--- config.mk ---
export PLATFORM = sky130hd
export DESIGN_NAME = gate3_pipe
export DESIGN_NICKNAME = d
export VERILOG_FILES = /design/src/rtl/gate3_pkg.sv /design/src/rtl/gate3_fifo2.sv /design/src/rtl/gate3_pipe.sv
export SDC_FILE = /design/constraint.sdc
export NUM_CORES = 1
export LEC_CHECK = 0
export BUFFER_PORTS_ARGS = -buffer_cell sky130_fd_sc_hd__clkbuf_2
export CAP_MARGIN = 20
export CORE_MARGIN = 1
export CORE_UTILIZATION = 23
export DETAILED_ROUTE_END_ITERATION = 6
export PLACE_DENSITY = 0.39
export SYNTH_ARGS = -nofsm -noshare
export SYNTH_HDL_FRONTEND = slang
export SYNTH_SLANG_ARGS = --single-unit
--- constraint.sdc ---
create_clock -name clk -period 15.6 [get_ports clk]
set_input_delay 3.9 -clock clk [delete_from_list [all_inputs] [get_ports clk]]
set_output_delay 3.9 -clock clk [all_outputs]
set_load 0.1 [all_outputs]
--- src/rtl/gate3_pkg.sv ---
// Shared opcode encoding and width-generic evaluation helpers for gate3_pipe.
// Helpers work on MAX_W-bit vectors; callers zero-extend narrower operands.
package gate3_pkg;

   localparam int OP_W  = 3;
   localparam int MAX_W = 64;
   localparam int POP_W = $clog2(MAX_W + 1);

   typedef enum logic [OP_W-1:0] {
      OP_AND3  = 3'd0,
      OP_OR3   = 3'd1,
      OP_XOR3  = 3'd2,
      OP_NAND3 = 3'd3,
      OP_NOR3  = 3'd4,
      OP_XNOR3 = 3'd5,
      OP_MAJ   = 3'd6,
      OP_MUX   = 3'd7
   } op_e;

   function automatic logic [MAX_W-1:0] gate3_eval(input op_e op,
                                                   input logic [MAX_W-1:0] a,
                                                   input logic [MAX_W-1:0] b,
                                                   input logic [MAX_W-1:0] c);
      logic [MAX_W-1:0] r;
      case (op)
         OP_AND3:  r = a & b & c;
         OP_OR3:   r = a | b | c;
         OP_XOR3:  r = a ^ b ^ c;
         OP_NAND3: r = ~(a & b & c);
         OP_NOR3:  r = ~(a | b | c);
         OP_XNOR3: r = ~(a ^ b ^ c);
         OP_MAJ:   r = (a & b) | (a & c) | (b & c);
         OP_MUX:   r = (c & b) | (~c & a);
         default:  r = {MAX_W{1'b0}};
      endcase
      return r;
   endfunction

   function automatic logic [POP_W-1:0] popcount(input logic [MAX_W-1:0] v);
      logic [POP_W-1:0] n;
      n = {POP_W{1'b0}};
      for (int i = 0; i < MAX_W; i++) begin
         n = n + POP_W'(v[i]);
      end
      return n;
   endfunction

endpackage

--- src/rtl/gate3_fifo2.sv ---
// Two-entry in-order synchronous FIFO with cleared storage on reset.
// The head output reads as zero whenever the FIFO is empty.
module gate3_fifo2 #(
   parameter int DW = 8
) (
   input  logic          clk,
   input  logic          rst,
   input  logic          i_push,
   input  logic          i_pop,
   input  logic [DW-1:0] i_data,
   output logic [DW-1:0] o_data,
   output logic [1:0]    o_cnt
);

   logic [DW-1:0] r_mem [2];
   logic          r_wr_ptr;
   logic          r_rd_ptr;
   logic [1:0]    r_cnt;
   logic          w_do_push;
   logic          w_do_pop;

   // Overflow and underflow requests are ignored rather than corrupting state.
   assign w_do_push = i_push && (r_cnt != 2'd2);
   assign w_do_pop  = i_pop  && (r_cnt != 2'd0);

   // Storage, pointers and occupancy.
   always_ff @(posedge clk) begin
      if (rst) begin
         r_mem[0] <= {DW{1'b0}};
         r_mem[1] <= {DW{1'b0}};
         r_wr_ptr <= 1'b0;
         r_rd_ptr <= 1'b0;
         r_cnt    <= 2'd0;
      end else begin
         if (w_do_push) begin
            r_mem[r_wr_ptr] <= i_data;
            r_wr_ptr        <= ~r_wr_ptr;
         end
         if (w_do_pop) begin
            r_rd_ptr <= ~r_rd_ptr;
         end
         case ({w_do_push, w_do_pop})
            2'b10:   r_cnt <= r_cnt + 2'd1;
            2'b01:   r_cnt <= r_cnt - 2'd1;
            default: r_cnt <= r_cnt;
         endcase
      end
   end

   // Head entry, masked so stale popped data never shows on an empty FIFO.
   always_comb begin
      o_data = {DW{1'b0}};
      if (r_cnt != 2'd0) begin
         o_data = r_mem[r_rd_ptr];
      end else begin
         o_data = {DW{1'b0}};
      end
   end

   assign o_cnt = r_cnt;

endmodule

--- src/rtl/gate3_pipe.sv ---
// Back-pressurable 3-input bitwise function unit: evaluates on accept, buffers
// results two deep, and counts delivered results.
module gate3_pipe
   import gate3_pkg::*;
#(
   parameter int WIDTH = 8,
   parameter int CNT_W = 16
) (
   input  logic                         clk,
   input  logic                         rst,
   input  logic                         in_valid,
   output logic                         in_ready,
   input  logic [OP_W-1:0]              in_op,
   input  logic [WIDTH-1:0]             in_a,
   input  logic [WIDTH-1:0]             in_b,
   input  logic [WIDTH-1:0]             in_c,
   output logic                         out_valid,
   input  logic                         out_ready,
   output logic [WIDTH-1:0]             out_y,
   output logic [OP_W-1:0]              out_op,
   output logic [$clog2(WIDTH+1)-1:0]   out_ones,
   output logic [CNT_W-1:0]             txn_count
);

   localparam int ONES_W = $clog2(WIDTH + 1);
   localparam int DW     = OP_W + ONES_W + WIDTH;

   logic [MAX_W-1:0]  w_eval;
   logic [WIDTH-1:0]  w_y;
   logic [POP_W-1:0]  w_pop_full;
   logic [ONES_W-1:0] w_ones;
   logic [DW-1:0]     w_head;
   logic [1:0]        w_cnt;
   logic              w_push;
   logic              w_pop;
   logic              w_unused;
   logic [CNT_W-1:0]  r_txn;

   // Helpers are evaluated at full width; only the low WIDTH bits are meaningful.
   assign w_eval     = gate3_eval(op_e'(in_op), MAX_W'(in_a), MAX_W'(in_b), MAX_W'(in_c));
   assign w_y        = w_eval[WIDTH-1:0];
   assign w_pop_full = popcount(MAX_W'(w_y));
   assign w_ones     = w_pop_full[ONES_W-1:0];
   assign w_unused   = ^{w_eval, w_pop_full};

   assign in_ready  = !rst && (w_cnt != 2'd2);
   assign out_valid = (w_cnt != 2'd0);
   assign w_push    = in_valid && in_ready;
   assign w_pop     = out_valid && out_ready;

   gate3_fifo2 #(.DW(DW)) u_fifo (
      .clk    (clk),
      .rst    (rst),
      .i_push (w_push),
      .i_pop  (w_pop),
      .i_data ({in_op, w_ones, w_y}),
      .o_data (w_head),
      .o_cnt  (w_cnt)
   );

   assign out_op   = w_head[DW-1 -: OP_W];
   assign out_ones = w_head[WIDTH +: ONES_W];
   assign out_y    = w_head[WIDTH-1:0];

   // Delivered-result counter, wraps naturally at 2^CNT_W.
   always_ff @(posedge clk) begin
      if (rst) begin
         r_txn <= {CNT_W{1'b0}};
      end else if (w_pop) begin
         r_txn <= r_txn + CNT_W'(1'b1);
      end
   end

   assign txn_count = r_txn;

endmodule

---- Word level (Yosys, flattened, before mapping) ----
Memories as Yosys holds them, arrays and structs flattened. A register that Yosys moved wholly into a read port is not among the register bits.
Cells that the tools add are included.
storage, ports and cells
  bits in registers ....................... 20
  bits in writable memories ............... 30
  bits of input ports ..................... 31
  output and inout port bits .............. 33
  memories ................................ 1
memories
  memory        depth  bits a word  read ports  clocked after memory_dff  write ports  RTL line           text
  u_fifo.r_mem  2      15           1           1                         2            gate3_fifo2.sv:15  logic [DW-1:0] r_mem [2];
operators by class
  add/sub/neg operators ................... 10
  eq/ne operators ......................... 10
  mux-type cells .......................... 13
  bitwise logic cells ..................... 18
  reductions and logical operators ........ 10
operator list
  cell                   count
  $pmux 8 s8             1
  $and 8x8->8            5
  $or 8x8->8             5
  $not 8->8              4
  $mux 15                2
  $add 16x1->16 const B  1
  $add 4x1->4            4
  $xor 8x8->8            2
  $reduce_or 15->1       1
  $eq 3x3->1 const B     4
  $mux 1                 9
  $eq 3x2->1 const B     2
  $logic_and 1x1->1      5
  $add 3x1->4            1
  $pmux 2 s2             1
  $reduce_bool 2->1      2
  $add 2x1->3            1
  $eq 3x1->1 const B     1
  $logic_not 3->1        1
  $add 1x1->2            1
  $add 2x1->2 const B    1
  $eq 2x1->1 const B     1
  $eq 2x2->1 const B     1
  $ne 2x2->1 const B     1
  3 further kinds        4

---- Logic depth before layout (Yosys ltp) ----
Gate-level depths: netlist of run 1.
  word-level depth ........................ 12
  gate-level depth with buffers ........... 17
  depth with buffers taken out ............ 17

---- Cells and area by module ----
Synthesis of run 1 repeated with hierarchy kept, for this count alone.
unflattened totals
  cell total of the unflattened synthesis .. 436
  area, all modules ....................... 3,772.4 µm²
modules (own cells, without submodules)
  module       instances  cells an instance  area an instance (µm²)
  gate3_pipe   1          298                2,160.8
  gate3_fifo2  1          138                1,611.5

---- Worst setup path before layout of run 1 ----
OpenSTA, ideal clock, no wires.
  kind .................................... input-to-output
  start ................................... in rst
  end ..................................... out in_ready
  arrival time ............................ 5.557 ns
  required time ........................... 11.700 ns
  slack ................................... 6.143 ns
  cell stages on the path ................. 3
  path through ............................ clkbuf_1 -> buf_1 -> nor2_1
on the way
  word-level cells in the longest chain between the ends .. 2
RTL lines
  item               RTL line          text
  start, declared    gate3_pipe.sv:10  input logic rst,
  $logic_not 1->1    gate3_pipe.sv:46  assign in_ready = !rst && (w_cnt != 2'd2);
  $logic_and 1x1->1  gate3_pipe.sv:46
  end, declared      gate3_pipe.sv:12  output logic in_ready,
Every way passes these cells.

---- Final worst setup path of run 1 ----
Same ends and word-level chain as after synthesis.

==> results of run 1 <==
==> layer usage <==
metal | vias to the layer above | track usage, %
li1 | 1611 | -
met1 | 1428 | 15.7
met2 | 50 | 19.3
met3 | 5 | 1.66
met4 | 0 | 3.53
met5 | - | 0
==> worst max path at each step <==
stage               from  endpoint  cells after the start
finish               rst  in_ready                      3
detailed placement   rst  in_ready                      3
global placement     rst  in_ready                      3
global route         rst  in_ready                      3
floorplan            rst  in_ready                      3
CTS                  rst  in_ready                      3
==> cell type report <==
class	count	area [sq um]	area share (%)
multi-input cells	316	2140	48.8
well taps	211	264	6.01
clock inverters	2	36.3	0.826
inverters	37	139	3.16
clock buffers	6	150	3.42
flip-flops and latches	51	1320	30.1
repair buffers	66	338	7.69
==> kinds of logic (layout without fill, tap and decap cells) <==
family	count (synthesis)	after routing	share of synthesized area [%]
AO/OA/AOI/OAI	87	87	16.6
XOR/XNOR	23	23	5.46
adder cells (fa/ha/maj)	25	25	9.29
buffers and inverters	58	111	6.10
flip-flops	51	51	35.8
multiplexers	16	16	4.34
AND/OR/NAND/NOR	165	165	22.4
==> per-stage QoR <==
step                      instance area [sq um]  hold WS (ns)  util [%]
after floorplan                            3690         0.472         -
after global placement                     4200         0.489      27.2
after detailed placement                   4210         0.488      27.3
after CTS                                  4390         0.509      28.5
after global routing                       4390         0.568      28.5
final                                      4390         0.505      28.5
==> power by group <==
part           switching (mW)  total [mW]  internal [mW]  leakage [nW]
logic                   0.176       0.239         0.0631          1.23
clock network          0.0485       0.134         0.0855        0.0925
registers              0.0154       0.174          0.159         0.484
==> flip-flops by register name, indices dropped and copies added (netlist names), named ones only <==
name / cells
u_fifo.r_rd_ptr: 1
txn_count: 16
u_fifo.r_mem: 30
u_fifo.o_cnt: 2
u_fifo.r_wr_ptr: 1
==> cells in the final DEF (no fill, tap or decap), types with 5 or more instances in the layout <==
master,netlist,layout
nand2_1,31,31
xor2_1,13,13
inv_1,36,36
a21oi_1,25,25
nor3_1,9,9
nand3_1,11,11
nor2b_1,5,5
clkbuf_2,0,63
mux2i_1,16,16
or3b_2,6,6
o21ai_0,7,7
o31ai_1,9,9
a211oi_1,6,6
ha_1,21,21
clkbuf_16,0,6
edfxtp_1,30,30
or3_1,5,5
dfxtp_1,21,21
and2_1,10,10
nor2_1,60,60
xnor2_1,10,10
nand2b_1,6,6
==> worst reg2reg max path, delay by kind of cell, from the launching register on <==
kind            cells  cell delay, ns
buf+inv             1            0.09
fa+ha+maj           1            0.35
flops               1            0.49
simple gates        3            0.89
compound gates      1            0.14
==> impl_results.md, run 1 <==
* Outcome: finished clean
* CP most frequent cell: clkbuf_2
* Clk_skew at 0.00830 ns
* Routed Antenna Nets at 0
* First-pass GRT wire length at 15300 microns
* Clock Pin Slew Worst Setup and Hold Paths at 0.07 ns
* Crit Path Class: input pin to output port
* Starting Density at 23.9%
* Worst slew pin tran at 0.915 ns
* Yosys top cell by area: edfxtp_1
* Critical Path, Cell by Cell: clkbuf_2 > nor2_1 > clkbuf_2
* Startpoint types: input pin
* Worst Path Required at 11.70 ns
* Dpl hpwl at 7180 microns
* TritonCTS clock tree: yes
* Clock latency on the worst-skew pair at 0.29 ns
* P_leak at 1.80 nW
* WL/cell at 13.4 microns
* Setup_tns at 0 ns
* Reg-to-reg slack, setup at 13.57 ns
* Initial antenna violation count at 0
* Max Fclk at 114 MHz
* Port buffer count at 63
* Ant diodes at 0
* Synth area leaders: edfxtp_1, dfxtp_1, ha_1, nor2_1, mux2i_1
* Ratio of cells with drive above 1 in the final layout at 18.6%
* Largest net degree at the start of global routing at 32
* CP Buf/Inv Count at 2
* Syn Area/Cell at 8.68 sq um
* Number of synthesized flops with an enable pin at 30
* Cts repair resizes at 0
* Post-route DRC at 0
* Shortest period the worst path allows at 8.79 ns
* Crit-path max cell delay at 0.47 ns
* Grt total ovfl at 0
* H-tree depth at 2
* WL met2 at 4170 microns
* Area Overhead vs Synth at 19.0%
* Max-slew violations at 0
* Die area at 16600 sq um
* GRT Resource Usage Total at 11.7%
* Pwr Total at 548 uW
* GPL Wtd Cong at 0.768
* Iter 0 DRT Violations at 131
* Netlist cell types at 57
* Hold Vio Cnt, Final at 0
* Die Y at 129 microns
* Met3 WL at 268 microns
* Post-CTS Hold Fix Bufs at 0
* Highest metal used: met4
* Worst relative slew slack at 38.9%
* Sequential area share after synthesis at 35.8%
* Async S/R FF share, synth at 0%
* Row count at 45
* Core area at 15400 sq um
* Drt pass-1 iters at 4
* CP max-delay cell: clkbuf_2
* RSZ-0062 raised after global routing: no
* Sinks on the clock net at 51
* Final net count at 533
* RR Startpoint: u_fifo.o_cnt[0]
* Mapped Cells at 425
* Power Density at 125 nW/um^2
* Synthesis Warnings at 0
* Count leader, synth: nor2_1
* Hold Crit Start: u_fifo.r_rd_ptr
* Pre-CTS WS at 6.78 ns
* Top Family by Delay on Critical Path: buffers and inverters
* R2R cell count at 6
* I/O Pins at 64
* Share of the synthesized area in the top cell type at 24.4%
* Hold Crit Class: flop to flop
* DR vias at 3094
* Top_reg_cell synth: edfxtp_1
* CTS Buf Count at 5
* Flops & latches, synth at 51
* Clk buf depth at 2
* Peak supply drop at 42.5 uV
* M1 WL at 4670 microns
* R2R Path End: u_fifo.o_cnt[1]
* Period utilization at 56.4%
* Worst-path fanout max at 28
* Worst setup margin at 6.81 ns
* Fin cells at 689
* Mapped cell area at 3690 sq um
* Total wire length at 9230 microns
* Max Cap Violations at 0
* Number of global-route vias before repair at 3073
* # fillers at 1717
* Commonest cells post-synth: nor2_1, inv_1, nand2_1
* Postcts setup bufs at 0
* Hold Path Depth at 2
* Crit path DAT at 4.89 ns
* CTS root buffer: clkbuf_16
* Crit. End Element: output port
* DR vias/cell at 4.49
* Syn nets at 481
* # setup viols final at 0
* Chip width at 129 microns
* Placed Instances at 681
(Power assumes the default switching activity.)
==> run 2, diff against run 1 <==
--- a/config.mk
+++ b/config.mk
@@ -10,7 +10,7 @@
 export CORE_MARGIN = 1
 export CORE_UTILIZATION = 23
 export DETAILED_ROUTE_END_ITERATION = 6
-export PLACE_DENSITY = 0.39
+export PLACE_DENSITY = 0.4
 export SYNTH_ARGS = -nofsm -noshare
 export SYNTH_HDL_FRONTEND = slang
 export SYNTH_SLANG_ARGS = --single-unit
==> constraint.sdc (replaced) <==
create_clock -name clk -period 7.27 [get_ports clk]
set_input_delay 1.8175 -clock clk [delete_from_list [all_inputs] [get_ports clk]]
set_output_delay 1.8175 -clock clk [all_outputs]
set_load 0.1 [all_outputs]
==> run 2 against run 1 <==
Die area stayed put. Critical path type is now input pin to flop. Cell count is 0.15% higher. Largest cell class unchanged. Clock power is 70% higher. Combinational power is 120% higher. Routed wire length is 0.86% higher. Sequential cell count stayed put. Clock skew is 0.0028 ns lower. Via count is 0.42% higher. Global-route usage is 0.11 points higher.
==> impl_results.md, run 2 (synthesis results as in run 1) <==
* Outcome: finished clean
* Peak supply drop at 93.4 uV (+120%)
* P_leak at 1.79 nW (-0.90%)
* Die Y at 129 microns (unchanged)
* Shortest period the worst path allows at 5.80 ns
* Port buffer count at 63 (unchanged)
* Hold Vio Cnt, Final at 0 (unchanged)
* CP Buf/Inv Count at 6 (+4)
* Row count at 45 (unchanged)
* WL/cell at 13.5 microns (+0.71%)
* Setup crit start: in_op[1]
* Clk_skew at 0.00553 ns (-0.00278 ns)
* TritonCTS clock tree: yes
* Sinks on the clock net at 51 (unchanged)
* CTS root buffer: clkbuf_16
* Worst slew pin tran at 0.943 ns (+0.0281 ns)
* Pwr Total at 1.12 mW (+100%)
* Crit path DAT at 5.82 ns (+0.93 ns)
* Die area at 16600 sq um (unchanged)
* Power Density at 257 nW/um^2 (+110%)
* Period utilization at 79.7%
* Critical Path, Cell by Cell: clkbuf_2 > inv_1 > and3_1 > o41ai_1 > a22o_1 > fa_1 > inv_1 > fa_1 > inv_1 > fa_1 > inv_1 > ha_1 > inv_1 > fa_1 > xor2_1 > nor2_1
* Worst-path fanout max at 23 (-18%)
* Levels on crit path at 16 (+13)
* Area Overhead vs Synth at 18.0%
* Hold Crit Class: flop to flop
* Max Cap Violations at 0 (unchanged)
* I/O Pins at 64 (unchanged)
* R2R cell count at 4 (-2)
* DR vias at 3107 (+0.42%)
* Routed Antenna Nets at 0 (unchanged)
* Leading cell type in the layout, fill and taps excluded: clkbuf_2
* CP max-delay cell: o41ai_1
* Cts repair resizes at 0 (unchanged)
* Core area at 15400 sq um (unchanged)
* Chip width at 129 microns (unchanged)
* GRT Resource Usage Total at 11.8% (+0.11 points)
* Startpoint types: input pin
* RR Startpoint: u_fifo.o_cnt[0]
* Setup_tns at 0 ns (unchanged)
* Total wire length at 9310 microns (+0.86%)
* Post-CTS Hold Fix Bufs at 0 (unchanged)
* CTS Buf Count at 5 (unchanged)
* Postcts setup bufs at 0 (unchanged)
* Grt total ovfl at 0 (unchanged)
* Crit-path max cell delay at 0.57 ns (+0.10 ns)
* H-tree depth at 2 (unchanged)
* Largest net degree at the start of global routing at 32 (unchanged)
* DR vias/cell at 4.50 (+0.27%)
* Final net count at 534 (+0.19%)
* Hold Path Depth at 2 (unchanged)
* Ant diodes at 0 (unchanged)
* Largest register FFs at 30 (unchanged)
* Top Family by Delay on Critical Path: adder cells
* # fillers at 1681 (-2.1%)
* Drt pass-1 iters at 5 (+1)
* Ratio of cells with drive above 1 in the final layout at 18.6% (-0.039 points)
* Dpl hpwl at 7180 microns (+0.11%)
* Max Fclk at 173 MHz
* First-pass GRT wire length at 15500 microns (+1.6%)
* Number of global-route vias before repair at 3036 (-1.2%)
* Worst Path Required at 7.29 ns (-4.41 ns)
* Starting Density at 23.9% (unchanged)
* Clock Pin Slew Worst Setup and Hold Paths at 0.07 ns (about the same)
* Post-route DRC at 0 (unchanged)
* Final core utilization at 28.2% (-0.25 points)
* Crit. End Element: flop
* Max-slew violations at 0 (unchanged)
* Initial antenna violation count at 0 (unchanged)
* # setup viols final at 0 (unchanged)
* Most frequent cells in the layout: clkbuf_2, nor2_1, inv_1
* GPL Wtd Cong at 0.745 (-3.1%)
* Iter 0 DRT Violations at 203 (+55%)
* Hold Crit Start: u_fifo.r_rd_ptr
* Clock latency on the worst-skew pair at 0.29 ns (about the same)
* Most flops, register: u_fifo.r_mem
* Worst relative slew slack at 37.1% (-1.9 points)
* Crit Path Class: input pin to flop
* Clk buf depth at 2 (unchanged)
* CP most frequent cell: inv_1
* RSZ-0062 raised after global routing: no
-- run 2: changes by cell type in the layout (fill, tap and decap cells not counted), sizes merged --
cell,change
buf,+1
bufinv,-1
clkinv,+1
-- run 2: cell type report --
class	instances	area, sq um	share of cell area (%)
well taps	211	264	6.06
flip-flops and latches	51	1320	30.4
inverters	37	139	3.19
clock inverters	2	11.3	0.259
clock buffers	6	129	2.96
repair buffers	67	345	7.93
multi-input cells	316	2140	49.2
-- run 2: worst paths after layout --
check	endpoint	slack, ns
min	flop	0.51
max	u_fifo.r_mem[0][10]	1.47
max reg2reg	u_fifo.r_mem[1][6]	5.19
min reg2reg	flop	0.51
-- run 2: layer usage --
metal,vias up,GRT usage (%),part of all wire (%)
met5,-,0,0
met4,0,3.74,1.3
met3,7,1.58,3.2
met2,55,18.9,44
met1,1439,16.3,51
li1,1606,-,-
-- run 2: worst register-to-register path, stage by stage, from the launching register on --
cell     delay (ns)
dfxtp_1        0.48
nor2b_1        0.15
nor3_1         0.36
nand2_1        0.39
o31ai_1        0.47
-- run 2: metrics by stage --
step	setup WS, ns	cells	hold WS [ns]	cell area (sq um)
floorplan	1.69	425	0.472	3690
finish	1.47	690	0.507	4350
global route	1.14	690	0.525	4350
global placement	1.24	681	0.488	4210
detailed placement	1.17	682	0.494	4210
CTS	1.47	690	0.511	4350
-- run 2: power by group --
| part | internal [mW] | switching [mW] | total (mW) |
|---|---|---|---|
| logic | 0.136 | 0.379 | 0.515 |
| registers | 0.341 | 0.0336 | 0.375 |
| clock network | 0.127 | 0.101 | 0.228 |
==> run 3, diff against run 2 <==
--- a/config.mk
+++ b/config.mk
@@ -5,12 +5,13 @@
 export SDC_FILE = /design/constraint.sdc
 export NUM_CORES = 1
 export LEC_CHECK = 0
+export ABC_AREA = 1
 export BUFFER_PORTS_ARGS = -buffer_cell sky130_fd_sc_hd__clkbuf_2
 export CAP_MARGIN = 20
 export CORE_MARGIN = 1
 export CORE_UTILIZATION = 23
 export DETAILED_ROUTE_END_ITERATION = 6
-export PLACE_DENSITY = 0.4
+export PLACE_DENSITY = 0.39
 export SYNTH_ARGS = -nofsm -noshare
 export SYNTH_HDL_FRONTEND = slang
 export SYNTH_SLANG_ARGS = --single-unit
==> constraint.sdc (replaced) <==
create_clock -name clk -period 5.4 [get_ports clk]
set_input_delay 1.35 -clock clk [delete_from_list [all_inputs] [get_ports clk]]
set_output_delay 1.35 -clock clk [all_outputs]
set_load 0.1 [all_outputs]
==> run 3 against run 2 <==
Design area rose by 1.0%. Largest power group unchanged. Routed wire length grew 6.2%. Combinational power shrank 6.0%. Highest routed layer unchanged. Critical path type unchanged. Critical endpoint is now u_fifo.r_mem[1][10].
==> impl_results.md, run 3 <==
* Outcome: finished clean
* Post-route DRC at 0 (unchanged)
* H-tree depth at 2 (unchanged)
* Sw frac at 41.7% (-4.2 points)
* Share of the synthesized area in the top cell type at 24.4% (about the same)
* Gate power share at 38.0% (-8.1 points)
* Shortest period the worst path allows at 4.83 ns
* Dpl hpwl at 7530 microns (+4.8%)
* Hold Crit Class: flop to flop
* Hold Vio Cnt, Final at 0 (unchanged)
* Drt pass-1 iters at 4 (-1)
* Flops & latches, synth at 51 (unchanged)
* Most frequent cells in the layout: nand2_1, inv_1, nor2_1
* R2R cell count at 7 (+3)
* GRT Resource Usage Total at 12.3% (+0.53 points)
* Synth area leaders: edfxtp_1, nand2_1, dfxtp_1, inv_1, ha_1
* RR Startpoint: u_fifo.o_cnt[1]
* Worst relative slew slack at 41.0% (+3.9 points)
* Leading cell type in the layout, fill and taps excluded: nand2_1
* Die area at 16500 sq um (about the same)
* Period utilization at 89.5%
* Most flops, register: u_fifo.r_mem
* Number of synthesized flops with an enable pin at 30 (unchanged)
* Commonest cells post-synth: nand2_1, inv_1, nor2_1
* Max-slew violations at 0 (unchanged)
* I/O Pins at 64 (unchanged)
* Ant diodes at 0 (unchanged)
* Placed Instance Area at 4250 sq um (+0.92%)
* GPL Wtd Cong at 0.859 (+15%)
* DR vias at 3526 (+13%)
* Largest register FFs at 30 (unchanged)
* Crit Path Class: input pin to flop
* Setup_tns at 0 ns (unchanged)
* Hold Path Depth at 1 (-1)
* Synthesis Warnings at 0 (unchanged)
* Clock Pin Slew Worst Setup and Hold Paths at 0.07 ns (about the same)
* Pwr Total at 1.27 mW (+14%)
* Netlist cell types at 24 (-58%)
* Reg power frac at 36.3% (+2.8 points)
* Postcts setup bufs at 0 (unchanged)
* Core area at 15400 sq um (unchanged)
* Die Y at 129 microns (about the same)
* Cts repair resizes at 0 (unchanged)
* Initial antenna violation count at 0 (unchanged)
* R2R Path End: u_fifo.o_cnt[1]
* Clock latency on the worst-skew pair at 0.29 ns (about the same)
* DR vias/cell at 4.28 (-4.9%)
* Mapped cell area at 3690 sq um (about the same)
* Worst-path fanout max at 9 (-61%)
* Switching power at 531 uW (+3.4%)
* Reg-to-reg slack, setup at 3.01 ns (-2.18 ns)
* Max Fclk at 207 MHz
* Clock network fraction of total power at 25.7% (+5.3 points)
* Clk buf depth at 2 (unchanged)
* Largest net degree at the start of global routing at 18 (-44%)
* Worst slew pin tran at 0.882 ns (-0.0610 ns)
* TritonCTS clock tree: yes
* Startpoint types: input pin
* Iter 0 DRT Violations at 139 (-32%)
* Chip width at 129 microns (about the same)
* # setup viols final at 0 (unchanged)
* P_leak at 2.22 nW (+24%)
* Sequential area share after synthesis at 35.8% (about the same)
* CTS Buf Count at 5 (unchanged)
* Crit path DAT at 4.86 ns (-0.96 ns)
* Peak supply drop at 124 uV (+33%)
* Final core utilization at 28.5% (+0.29 points)
* Total wire length at 9890 microns (+6.2%)
* Number of global-route vias before repair at 3225 (+6.2%)
* Row count at 45 (unchanged)
* Count leader, synth: nand2_1
* Post-route cell area at 4400 sq um (+1.0%)
* Hold Crit Start: u_fifo.r_rd_ptr
* CTS root buffer: clkbuf_16
* Tightest hold margin at 0.458 ns (-0.0498 ns)
* Ratio of cells with drive above 1 in the final layout at 14.9% (-3.7 points)
* Mapped Cells at 548 (+29%)
* Sinks on the clock net at 51 (unchanged)
* Worst Path Required at 5.43 ns (-1.86 ns)
* Max Cap Violations at 0 (unchanged)
* WL/cell at 12.0 microns (-11%)
* Routed Antenna Nets at 0 (unchanged)
* Async S/R FF share, synth at 0% (unchanged)
* Starting Density at 23.9% (about the same)
* Post-CTS Hold Fix Bufs at 0 (unchanged)
* Crit. End Element: flop
* Syn nets at 604 (+26%)
* Power Density at 289 nW/um^2 (+13%)
* Grt total ovfl at 0 (unchanged)
* First-pass GRT wire length at 16000 microns (+3.2%)
* Area Overhead vs Synth at 19.2%
* Top_reg_cell synth: edfxtp_1
* RSZ-0062 raised after global routing: no
* Internal power at 742 uW (+23%)
* Final net count at 667 (+25%)
* Port buffer count at 63 (unchanged)
* Yosys top cell by area: edfxtp_1
* Clk_skew at 0.00382 ns (-0.00171 ns)
* Syn Area/Cell at 6.73 sq um (-22%)
## run 3: worst max-delay path by stage
stage,start,endpoint,slack (ns),cells past startpoint
floorplan,in_op[2],u_fifo.r_mem[0][10],0.62,19
global placement,in_op[2],u_fifo.r_mem[1][10],0.25,20
detailed placement,in_op[2],u_fifo.r_mem[1][10],0.20,20
CTS,in_op[2],u_fifo.r_mem[1][10],0.53,20
global route,in_op[2],u_fifo.r_mem[1][10],0.28,20
finish,in_op[2],u_fifo.r_mem[1][10],0.57,20
## run 3: layer usage
metal,vias up,GRT usage [%],share of wire (%)
li1,1844,-,-
met1,1590,15.7,48
met2,81,21.7,47
met3,11,1.58,3.8
met4,0,3.67,1.5
met5,-,0,0
## run 3: metrics by stage
stage | setup slack [ns] | instances
CTS | 0.530 | 823
global placement | 0.245 | 815
floorplan | 0.616 | 548
detailed placement | 0.203 | 815
global route | 0.283 | 823
finish | 0.567 | 823
## run 3: kinds of logic (layout without fill, tap and decap cells)
family / Yosys count / after routing / synth area share [%]
AND/OR/NAND/NOR: 318 / 318 / 36.6
buffers and inverters: 100 / 164 / 10.3
flip-flops: 51 / 51 / 35.8
AO/OA/AOI/OAI: 50 / 50 / 7.02
adder cells (fa/ha/maj): 25 / 25 / 9.29
XOR/XNOR: 4 / 4 / 0.950
## run 3: power groups by stage
stage,Clock [mW],Sequential (mW),Combinational (mW)
6_report,0.327,0.462,0.484
4_1_cts,0.332,0.463,0.493
3_3_place_gp,0,0.471,0.487
3_5_place_dp,0,0.472,0.491
5_1_grt,0.348,0.465,0.540
2_1_floorplan,0,0.480,0.367
## run 3: area by class of cell
class                           instances  area (sq um)
Multi-Input combinational cell        397          1990
Timing Repair Buffer                   67           345
Sequential cell                        51          1320
Inverter                               89           334
Fill cell                            1749         11000
Tap cell                              211           264
Clock buffer                            7           143
Clock inverter                          1          3.75
## run 3: worst max-delay path: stages
cell	delay, ns
clkbuf_2	0.14
inv_1	0.10
buf_4	0.19
nor2_1	0.29
nand3_1	0.12
nand2_1	0.09
nor2_1	0.04
nand2_1	0.06
nand2_2	0.07
fa_1	0.48
inv_1	0.05
fa_1	0.49
inv_1	0.05
fa_1	0.44
inv_1	0.07
ha_1	0.16
inv_1	0.05
fa_1	0.37
xor2_1	0.18
nor2_1	0.07
